<file path="src/rtl/div_pkg.sv">
// Shared encodings for the iterative divide scheduler.
// Optional feature macro: DIV_ZERO_BYPASS_EN.
package div_pkg;

  localparam int DIV_XLEN  = 32;
  localparam int DIV_CNT_W = $clog2(DIV_XLEN);

  localparam logic [1:0] DIV_OP_DIV  = 2'b00;
  localparam logic [1:0] DIV_OP_MOD  = 2'b01;
  localparam logic [1:0] DIV_OP_DIVU = 2'b10;
  localparam logic [1:0] DIV_OP_MODU = 2'b11;

  typedef enum logic [1:0] {
    DIV_ST_IDLE = 2'b00,
    DIV_ST_RUN  = 2'b01,
    DIV_ST_DONE = 2'b10
  } div_st_e;

  function automatic logic div_op_signed(input logic [1:0] op);
    return ~op[1];
  endfunction

  function automatic logic div_op_is_mod(input logic [1:0] op);
    return op[0];
  endfunction

endpackage

</file>
<file path="src/rtl/div_step.sv">
// One radix-2 restoring division iteration, purely combinational.
// Optional feature macro: DIV_ZERO_BYPASS_EN (not used here).
module div_step #(
  parameter int XLEN = 32
) (
  input  logic [XLEN:0]   rem_i,
  input  logic            dvd_bit_i,
  input  logic [XLEN-1:0] dvs_i,
  output logic [XLEN:0]   rem_o,
  output logic            q_o
);

  logic [XLEN:0] shf;
  logic [XLEN:0] diff;

  assign shf   = {rem_i[XLEN-1:0], dvd_bit_i};
  assign diff  = shf - {1'b0, dvs_i};
  assign q_o   = ~diff[XLEN];
  assign rem_o = q_o ? diff : shf;

endmodule

</file>
<file path="src/rtl/div_sched.sv">
// EX-stage div/mod scheduler: FSM, counter, operand/tag regs, sign fix.
// Optional feature macro: DIV_ZERO_BYPASS_EN (zero divisor skips RUN).
module div_sched
  import div_pkg::*;
#(
  parameter int XLEN = DIV_XLEN
) (
  input  logic            clk,
  input  logic            rst,
  input  logic            req_valid,
  output logic            req_ready,
  input  logic [1:0]      req_op,
  input  logic [XLEN-1:0] req_src1,
  input  logic [XLEN-1:0] req_src2,
  input  logic [4:0]      req_dest,
  input  logic [31:0]     req_pc,
  input  logic            flush,
  output logic            resp_valid,
  input  logic            resp_ready,
  output logic [XLEN-1:0] resp_data,
  output logic [4:0]      resp_dest,
  output logic [31:0]     resp_pc,
  output logic            busy
);

  localparam int CW = $clog2(XLEN);

  div_st_e         state_q, state_d;
  logic [CW-1:0]   cnt_q, cnt_d;
  logic [1:0]      op_q, op_d;
  logic [4:0]      dest_q, dest_d;
  logic [31:0]     pc_q, pc_d;
  logic [XLEN-1:0] dvd_q, dvd_d;
  logic [XLEN-1:0] dvs_q, dvs_d;
  logic [XLEN:0]   rem_q, rem_d;
  logic            q_neg_q, q_neg_d;
  logic            r_neg_q, r_neg_d;
  logic [XLEN-1:0] data_q, data_d;
  logic            valid_q, valid_d;
  logic            busy_q, busy_d;

  logic [XLEN:0]   rem_nx;
  logic            q_bit;
  logic [XLEN-1:0] q_fin;
  logic [XLEN-1:0] r_fin;
  logic [XLEN-1:0] res;
  logic            sgn;
  logic            s1_neg;
  logic            s2_neg;

  div_step #(.XLEN(XLEN)) u_step (
    .rem_i     (rem_q),
    .dvd_bit_i (dvd_q[XLEN-1]),
    .dvs_i     (dvs_q),
    .rem_o     (rem_nx),
    .q_o       (q_bit)
  );

  // Dividend register shifts left; quotient bits fill in from the LSB.
  assign q_fin = {dvd_q[XLEN-2:0], q_bit};
  assign r_fin = rem_nx[XLEN-1:0];

  always_comb begin
    res = q_neg_q ? -q_fin : q_fin;
    if (div_op_is_mod(op_q)) begin
      res = r_neg_q ? -r_fin : r_fin;
    end
  end

  assign sgn    = div_op_signed(req_op);
  assign s1_neg = sgn & req_src1[XLEN-1];
  assign s2_neg = sgn & req_src2[XLEN-1];

  always_comb begin
    state_d = state_q;
    cnt_d   = cnt_q;
    op_d    = op_q;
    dest_d  = dest_q;
    pc_d    = pc_q;
    dvd_d   = dvd_q;
    dvs_d   = dvs_q;
    rem_d   = rem_q;
    q_neg_d = q_neg_q;
    r_neg_d = r_neg_q;
    data_d  = data_q;
    valid_d = valid_q;
    busy_d  = busy_q;
    if (flush) begin
      state_d = DIV_ST_IDLE;
      cnt_d   = '0;
      valid_d = 1'b0;
      busy_d  = 1'b0;
    end else begin
      unique case (1'b1)
        (state_q == DIV_ST_IDLE): begin
          if (req_valid) begin
            op_d    = req_op;
            dest_d  = req_dest;
            pc_d    = req_pc;
            dvd_d   = s1_neg ? -req_src1 : req_src1;
            dvs_d   = s2_neg ? -req_src2 : req_src2;
            q_neg_d = s1_neg ^ s2_neg;
            r_neg_d = s1_neg;
            rem_d   = '0;
            cnt_d   = '0;
            state_d = DIV_ST_RUN;
            busy_d  = 1'b1;
`ifdef DIV_ZERO_BYPASS_EN
            if (req_src2 == '0) begin
              state_d = DIV_ST_DONE;
              valid_d = 1'b1;
              data_d  = div_op_is_mod(req_op) ? req_src1 : '1;
            end
`endif
          end
        end
        (state_q == DIV_ST_RUN): begin
          dvd_d = q_fin;
          rem_d = rem_nx;
          cnt_d = cnt_q + 1'b1;
          if (cnt_q == CW'(XLEN - 1)) begin
            cnt_d   = '0;
            state_d = DIV_ST_DONE;
            valid_d = 1'b1;
            data_d  = res;
          end
        end
        (state_q == DIV_ST_DONE): begin
          if (resp_ready) begin
            state_d = DIV_ST_IDLE;
            valid_d = 1'b0;
            busy_d  = 1'b0;
          end
        end
        default: begin
          state_d = DIV_ST_IDLE;
          valid_d = 1'b0;
          busy_d  = 1'b0;
        end
      endcase
    end
  end

  always_ff @(posedge clk or posedge rst) begin
    if (rst) begin
      state_q <= DIV_ST_IDLE;
      cnt_q   <= '0;
      op_q    <= '0;
      dest_q  <= '0;
      pc_q    <= '0;
      dvd_q   <= '0;
      dvs_q   <= '0;
      rem_q   <= '0;
      q_neg_q <= 1'b0;
      r_neg_q <= 1'b0;
      data_q  <= '0;
      valid_q <= 1'b0;
      busy_q  <= 1'b0;
    end else begin
      state_q <= state_d;
      cnt_q   <= cnt_d;
      op_q    <= op_d;
      dest_q  <= dest_d;
      pc_q    <= pc_d;
      dvd_q   <= dvd_d;
      dvs_q   <= dvs_d;
      rem_q   <= rem_d;
      q_neg_q <= q_neg_d;
      r_neg_q <= r_neg_d;
      data_q  <= data_d;
      valid_q <= valid_d;
      busy_q  <= busy_d;
    end
  end

  assign req_ready  = (state_q == DIV_ST_IDLE);
  assign resp_valid = valid_q;
  assign resp_data  = data_q;
  assign resp_dest  = dest_q;
  assign resp_pc    = pc_q;
  assign busy       = busy_q;

endmodule

</file>
<file path="config.mk">
export PLATFORM = sky130hd
export DESIGN_NAME = div_sched
export DESIGN_NICKNAME = d
export VERILOG_FILES = /design/src/rtl/div_pkg.sv /design/src/rtl/div_step.sv /design/src/rtl/div_sched.sv
export SDC_FILE = /design/constraint.sdc
export NUM_CORES = 1
export LEC_CHECK = 0
export BUFFER_PORTS_ARGS = -buffer_cell sky130_fd_sc_hd__buf_2
export CAP_MARGIN = 10
export CORE_MARGIN = 3
export CORE_UTILIZATION = 55
export DETAILED_ROUTE_END_ITERATION = 12
export PLACE_DENSITY = 0.85
export SYNTH_ARGS = -nofsm -noshare
export SYNTH_HDL_FRONTEND = slang
export SYNTH_SLANG_ARGS = --single-unit
</file>
<file path="constraint.sdc">
create_clock -name clk -period 15.8 [get_ports clk]
set_input_delay 1.58 -clock clk [delete_from_list [all_inputs] [get_ports clk]]
set_output_delay 1.58 -clock clk [all_outputs]
set_load 0.005 [all_outputs]
</file>
Word level (Yosys, flattened, before mapping) --
Cells that the tools add are included.
Word-level totals: register bits 177, input bits 108, logic and storage cells 70
Operators by class: add/sub/neg operators 6, equality and inequality tests 9, multiplexer cells 26, bitwise operators 6, reductions and logical operators 10
Operator list (count):
- 32-bit two-way mux | 8
- 32-bit negator | 4
- 32-bit case mux with 2 select lines | 2
- 33-bit by 32-bit subtractor with 33-bit output | 1
- 3-bit AND reduction | 6
- 5-bit two-way mux | 3
- 5-bit case mux with 2 select lines | 1
- 2-bit two-way mux | 4
- 3-bit by 2-bit inequality test with 1-bit output, second input constant | 2
- 1-bit case mux with 3 select lines | 2
- 2-bit case mux with 3 select lines | 1
- 5-bit by 1-bit adder with 5-bit output, second input constant | 1
- 5-bit equality test, second input constant | 1
- 1-bit two-way mux | 5
- 2-bit inequality test, second input constant | 2
- 3-bit inequality test, second input constant | 1
- 1-bit NOT | 3
- 3-bit nonzero test | 1
- 1-bit bitwise AND | 2
- 2-bit by 1-bit equality test with 1-bit output, second input constant | 1
- 2-bit equality test, second input constant | 1
- 2-bit logical NOT | 1
- 2-bit by 1-bit inequality test with 1-bit output, second input constant | 1
- 2-bit AND reduction | 1
- 2 further kinds | 2

Logic depth before layout (Yosys ltp) --
Gate-level depths: netlist of the first run.
word-level depth 5, gate-level depth with buffers 25

Cells and area by module --
Synthesis of the first run repeated with hierarchy kept, for this count alone.
Second synthesis, totals: cells, all modules 1456, area, all modules 12261.8 um^2
By module, submodules not included:
- div_sched | instances 1, cells each 1100, area each 9800.6 um^2, seq. area each 4454.3 um^2
- div_step | instances 1, cells each 356, area each 2461.1 um^2, seq. area each 0.0 um^2

Worst setup path before layout of the first run --
Ideal clock, no wire load.
kind register to register, start point reg dvd_q[31], end point reg data_q[30], in the netlist resp_data[30], setup time 0.127 ns, arrival 4.817 ns, data required time 15.673 ns, path slack 10.856 ns, stages on the path, launching flop included 25, buffers on the path 2, period minus slack after synthesis 4.944 ns, cells stage by stage dfrtp_1 > inv_1 > ha_1 > inv_1 > fa_1 > a21o_1 > a221o_1 > a211o_1 > a21oi_1 > mux2_4 > nor2_2 > inv_2 > buf_2 > buf_1 > ha_1 > nand2b_1 > nand2b_1 > nand2b_1 > o41ai_1 > a21boi_1 > nand2_1 > xnor2_1 > o22ai_1 > o31ai_1 > nand2_1
On the way: longest elaborated chain between the ends 5, elaborated cells between the ends (all ways) 8
RTL lines:
- from (decl) | line div_sched.sv:33 | logic [XLEN-1:0] dvd_q, dvd_d;
- from (signal assigned) | line div_sched.sv:165 | dvd_q <= dvd_d;
- 33-bit by 32-bit subtractor with 33-bit output | line div_step.sv:17 | assign diff = shf - {1'b0, dvs_i};
- 32-bit two-way mux or 1-bit NOT (tied branches) | line div_step.sv:19, div_step.sv:18
- 32-bit negator (on tied branches) | line div_sched.sv:66, div_sched.sv:64
- 32-bit two-way mux (on tied branches) | line div_sched.sv:66, div_sched.sv:64
- 32-bit two-way mux * | line div_sched.sv:65 | if (div_op_is_mod(op_q)) begin
- to (signal assigned) | line div_sched.sv:170 | data_q <= data_d;
- to (decl) | line div_sched.sv:38 | logic [XLEN-1:0] data_q, data_d;
Every way passes the cells marked *; elsewhere a longest branch is shown, timed or not. A chain may end at the register's enable or synchronous reset.

Worst setup path after layout of the first run --
Ends and elaborated chain as after synthesis.

==> impl_metrics.toml, run 1 <==
[worst_setup_path]
crit_end = "resp_data[30]"
crit_path_frequent_cell = "nand2b_1"
worstReg2RegEnd = "resp_data[30]"
crit_cells = 22
critPathLaunch = "dvd_q[31]"
setup.worst_path.class = "reg2reg"
cp-start-kind = "flip-flop"
critPathBufInv = 3
crit_path_max_fanout = 39
crit_chain = "inv_1 > ha_1 > inv_1 > fa_1 > a21o_1 > a221o_1 > a211o_1 > a21oi_1 > mux2_4 > nor2_4 > inv_2 > ha_1 > nand2b_1 > nand2b_1 > nand2b_1 > o41ai_1 > a21boi_1 > nand2_1 > xnor2_1 > o22ai_1 > o31ai_1 > nand2_1"
max_stage_delay_ns = 0.65
cp_slowest_cell = "o41ai_1"
worst_setup_path_end_kind = "flip-flop"
rr_worst_depth = 22
required_ns = 16.13
worst_ep_arrival_time_ns = 6.15
crit-reg2reg-launch = "dvd_q[31]"
critPathTopFamily = "compound AO/OA/AOI/OAI gates"
r2r_setup_slack_ns = 9.97

[synth]
synth_top_family_by_area = "compound AO/OA/AOI/OAI gates"
synth_common_cells = "177 x dfrtp_1, 166 x nand2_1, 165 x o21ai_0"
synth_area_leader_cell = "dfrtp_1"
synth_compound_area_share_pct = 23.6
syn_nets = 1667
yosysTopAreaCellShare_pct = 35.2
syn_area_per_cell_um2 = 8.27
yosys.area_share.adder_pct = 3.94
synth_edf_count = 0
synth_xor_area_share_pct = 8.91
yosys-top-cells-area = "dfrtp_1 35%, o21ai_0 6.6%, a21oi_1 6.0%"
yosys.area_share.simple_pct = 17.4
yosysWarnings = 0
syn-cell-area_um2 = 12600
synth_cell_types = 79
synth_cells = 1520
ys_ff_latch = 177
synth.area.mux_share_pct = 6.59
dominantRegCellSynth = "dfrtp_1"
ys_seq_area_share_pct = 35.2
synth_most_common_cell = "dfrtp_1"
synth-async-reset-ratio_pct = 100

[cts]
cts_root_buf = "clkbuf_16"
cts.hold.buffers_added = 0
cts_setup_buffers = 0
clk_latency_ns = 0.45
numClockSinks = 177
cts_inserted_buffers = 17
clockBufferDepth = 2
cts_tree = "done"
cts_resized = 0
htreeDepth = 4
path_clk_slew_ns = 0.07

[placement]
io_buffers = 179
place_congestion = 0.929
place.detailed.hpwl_mm = 25.5
place_ws_ns = 10.18
placed_cells = 1907

[floorplan]
die_y_um = 157
initial_core_util_pct = 56.8
ios = 180
core.rowCount = 54
die_x_um = 157
dieArea_um2 = 24700
core-area_um2 = 22200

[final_layout]
diodes = 0
final_core_util_pct = 64.1
n_fill_cell = 1881
drive_above_1_share_pct = 17.5
multi_input_area_um2 = 7630
seqCellArea_um2 = 4430
fin_nets = 1793
final_cells = 1939
syn_to_final_growth_pct = 12.9

[sta]
relSlewSlack_pct = 27.0
fin_setup_tns_ns = 0
rsz0062_at_grt = "false"
fin_crit_ns = 5.83
worstMarginPinSlew_ns = 1.10
slew_viol_final = 0
setup_viol = 0
fin_worst_skew_ns = 0.0118
whs_ns = 0.476
post-route-period-util_pct = 36.9
hold_viol = 0
fmax_mhz = 172
layout_setup_ws_ns = 9.97

[grt]
grt_max_degree = 100
gr-usage-all-layers_pct = 27.7
grt_antenna_before_repair = 0
grt_pass1_wl_mm = 55.6
grt_remaining_overflow = 0
grt_pass1_vias = 11613

[drt]
dr.pass1.iters = 6
num_vias = 12018
avgRoutedWirePerCell_um = 17.7
ant_nets = 0
drt_iter0_drc = 1040
drc_errors = 0
wirelength_mm = 34.3
routed_via_density = 6.20

[pwr]
powerDensity_nw_per_um2 = 99.0
leakage_nw = 6.33
vdd_ir_drop_max_uv = 68.9

[outcome]
status = "completed"

[flow_run]
drv_cap = 0

[worst_hold_path]
hold_path.class = "reg2reg"
[through the flow]
step / cell area (um2) / power (W)
after floorplan: 12600 / 0.000839
after global placement: 13600 / 0.000945
after detailed placement: 13600 / 0.000960
after CTS: 14200 / 0.00141
after global routing: 14200 / 0.00148
final: 14200 / 0.00141
[tightest hold or removal path: stages (launching register included)]
cell and delay (ns):
dfrtp_1 0.34, nand2_1 0.05, nand2_1 0.05
[report_power, final]
group          internal [W]  total [W]  switching, W
sequential         0.000506   0.000559     0.0000528
clock              0.000243   0.000446      0.000203
combinational      0.000163   0.000401      0.000237
[routing by layer]
| layer | track usage [%] | share of wire (%) |
|---|---|---|
| met5 | 0 | 0 |
| met4 | 11.0 | 3.8 |
| met3 | 5.28 | 6.6 |
| met2 | 47.2 | 49 |
| met1 | 34.8 | 41 |
[worst min path at each step]
stage	end	slack (ns)	cells past startpoint	startpoint
2_1_floorplan	resp_data[22]	0.46	2	resp_data[22]
3_3_place_gp	resp_data[13]	0.46	1	resp_data[13]
3_5_place_dp	resp_data[30]	0.46	2	resp_data[30]
4_1_cts	resp_data[30]	0.48	2	resp_data[30]
5_1_grt	resp_data[13]	0.51	1	resp_data[13]
6_report	resp_data[30]	0.48	2	resp_data[30]
[layout make-up]
cell class,count,share of cell area (%)
clock buffer,18,3.09
clock inverter,14,1.20
inverter,54,1.46
multi-input combinational,1206,53.7
sequential,177,31.2
tap,280,2.47
timing repair buffer,190,6.89
[flip-flops by register name (all words and copies together) (netlist names)]
name,flops
q_neg_q,1
busy,1
dvd_q,32
resp_pc,32
state_q,2
resp_dest,5
dvs_q,32
r_neg_q,1
rem_q,32
op_q,1
resp_data,32
cnt_q,5
resp_valid,1
[logic make-up (layout without fill, tap and decap cells)]
logic type	count (synthesis)	in the layout
buffers and inverters	137	276
adders and majority gates	39	39
xor gates and xnor gates	128	128
DFF	177	177
muxes	76	76
AOI/OAI and AO/OA	491	491
and+or+nand+nor	472	472
[placed cells by master (no fill, tap or decap), drive strengths merged, types with 5 or more instances in the layout]
master,Yosys,routed
a211oi,18,18
a21o,16,16
a21oi,153,153
a22o,10,10
a31oi,8,8
and2,10,10
and3,7,7
buf,18,190
clkbuf,65,18
dfrtp,177,177
ha,38,38
inv,53,60
mux2,48,48
mux2i,28,28
nand2,167,167
nand2b,15,15
nand3,16,16
nand4,14,14
nand4b,5,5
nor2,140,140
nor2b,6,6
nor3,27,27
nor4,12,12
o211ai,9,9
o21a,8,8
o21ai,174,174
o22ai,9,9
o311ai,5,5
o31ai,27,27
o41ai,17,17
or3,29,29
or4,13,13
xnor2,43,43
xor2,85,85
Note: power is estimated with default switching activity, not from simulation.
==> inputs of run 2 (changes only) <==
--- a/config.mk
+++ b/config.mk
@@ -8,9 +8,9 @@
 export BUFFER_PORTS_ARGS = -buffer_cell sky130_fd_sc_hd__buf_2
 export CAP_MARGIN = 10
 export CORE_MARGIN = 3
-export CORE_UTILIZATION = 55
+export CORE_UTILIZATION = 53
 export DETAILED_ROUTE_END_ITERATION = 12
-export PLACE_DENSITY = 0.85
+export PLACE_DENSITY = 0.86
 export SYNTH_ARGS = -nofsm -noshare
 export SYNTH_HDL_FRONTEND = slang
 export SYNTH_SLANG_ARGS = --single-unit
==> constraint.sdc (replaced) <==
create_clock -name clk -period 5.14 [get_ports clk]
set_input_delay 0.514 -clock clk [delete_from_list [all_inputs] [get_ports clk]]
set_output_delay 0.514 -clock clk [all_outputs]
set_load 0.005 [all_outputs]
==> run 2 against run 1 <==
Non-clock buffer count increased by 11. Combinational power increased to 3.2 times the previous value. Clock power increased to 3.1 times the previous value. Sequential share of layout area decreased by 0.51 points. Cell count increased by 2.2%. Setup slack got worse by 9.6 ns. Via count increased by 1.1%. Hold slack got worse by 0.19 ns. Sequential power increased to 3.1 times the previous value. Critical path depth decreased by 3. Critical path type unchanged. Highest routed layer unchanged.
==> impl_metrics.toml, run 2 (same netlist as run 1, synthesis figures left out) <==
[drt]
ant_nets = 0
avgRoutedWirePerCell_um = 17.9
dr.pass1.iters = 6
drt_iter0_drc = 1240
num_vias = 12148
wirelength_mm = 35.4
routed_via_density = 6.13
drc_errors = 0

[sta]
slew_viol_final = 0
hold_viol = 0
fin_crit_ns = 4.80
whs_ns = 0.283
fmax_mhz = 208
worstMarginPinSlew_ns = 1.15
post-route-period-util_pct = 93.5
relSlewSlack_pct = 23.4
fin_setup_tns_ns = 0
setup_viol = 0
fin_worst_skew_ns = 0.00989
rsz0062_at_grt = "false"

[pwr]
leakage_nw = 6.41
powerDensity_nw_per_um2 = 303
vdd_ir_drop_max_uv = 208
p_total_w = 0.00438

[worst_setup_path]
worst_setup_path_end_kind = "flip-flop"
r2r_setup_slack_ns = 0.34
cp-start-kind = "flip-flop"
worst_ep_arrival_time_ns = 5.17
rr_worst_depth = 19
required_ns = 5.50
crit_path_max_fanout = 8
setup.worst_path.class = "reg2reg"

[placement]
place_congestion = 0.906
place.detailed.hpwl_mm = 25.7
io_buffers = 179

[grt]
grt_antenna_before_repair = 0
gr-usage-all-layers_pct = 26.8
grt_remaining_overflow = 0
grt_pass1_vias = 11714
grt_pass1_wl_mm = 57.3
grt_max_degree = 178

[cts]
cts.hold.buffers_added = 0
cts_tree = "done"
cts_inserted_buffers = 17
numClockSinks = 177
htreeDepth = 4
clk_latency_ns = 0.43
cts_root_buf = "clkbuf_16"
path_clk_slew_ns = 0.07
clockBufferDepth = 2

[final_layout]
n_fill_cell = 2002
final_common_cell = "buf_2"
layout_common_cells = "179 x buf_2, 177 x dfrtp_1, 166 x nand2_1, 165 x o21ai_0, 151 x a21oi_1"
diodes = 0
fin_nets = 1804
syn_to_final_growth_pct = 14.8
drive_above_1_share_pct = 18.6

[worst_hold_path]
hold_depth = 3
hold_path.class = "in2reg"

[floorplan]
die_y_um = 160
core.rowCount = 55
core-area_um2 = 23000
initial_core_util_pct = 54.7
dieArea_um2 = 25600
ios = 180
die_x_um = 160

[flow_run]
drv_cap = 0

[outcome]
status = "completed"
-- run 2: cell types whose count changed in the layout (fill, tap and decap cells not counted), sizes merged --
cell / before / now
buf: 190 / 201
inv: 60 / 57
bufinv: 2 / 3
clkinvlp: 2 / 3
-- run 2: area by class of cell --
type	count	area, um2	share of cell area (%)
sequential	177	4430	30.7
tap	313	392	2.71
multi-input combinational	1206	7710	53.4
timing repair buffer	201	1090	7.52
clock inverter	13	173	1.20
clock buffer	18	439	3.04
inverter	54	209	1.45
-- run 2: power breakdown --
part           switching (W)  total, W  internal [W]
combinational       0.000763   0.00129      0.000524
clock               0.000597   0.00138      0.000786
sequential          0.000155   0.00171       0.00156
total                0.00152   0.00438       0.00287
-- run 2: timing repair --
action,in CTS,in global routing
endpoints found under the setup margin,0,8
gates resized for setup,0,15
buffers inserted,0,2
-- run 2: path summary, 6_finish.rpt --
check / startpoint / to
max reg2reg: dvd_q[31] / resp_data[24]
min reg2reg: resp_data[30] / resp_data[30]
min: req_op[0] / op_q[0]
max in group asynchronous: rst / dvs_q[18]
min in group asynchronous: rst / cnt_q[0]
max: dvd_q[31] / resp_data[24]
-- run 2: layer usage --
layer	vias up	global-route usage, %	wire length [um]
met2	566	45.2	17000
met3	123	4.59	2430
met5	-	0	0
li1	5727	-	-
met4	0	11.3	1560
met1	5732	34.1	14400
-- run 2: worst max-delay path: stages (launching register included) --
cell	delay, ns
dfrtp_1	0.41
inv_1	0.09
ha_1	0.17
inv_1	0.06
fa_1	0.40
a21o_1	0.20
a221o_1	0.39
a211o_4	0.39
nand2_2	0.12
o311ai_1	0.16
nor2_4	0.27
mux2i_2	0.37
ha_4	0.24
nand2_1	0.11
a2111oi_4	0.39
a31oi_2	0.15
o31ai_1	0.38
xnor2_1	0.17
a21oi_1	0.08
a21oi_1	0.16
-- run 2: through the flow --
stage	util (%)	instances	cell area, um2	setup WS, ns
6_report	62.8	1982	14400	0.335
5_1_grt	62.8	1982	14400	0.0145
4_1_cts	62.4	1980	14300	0.0341
3_5_place_dp	59.7	1949	13700	0.167
3_3_place_gp	59.7	1949	13700	0.326
2_1_floorplan	-	1520	12600	0.196
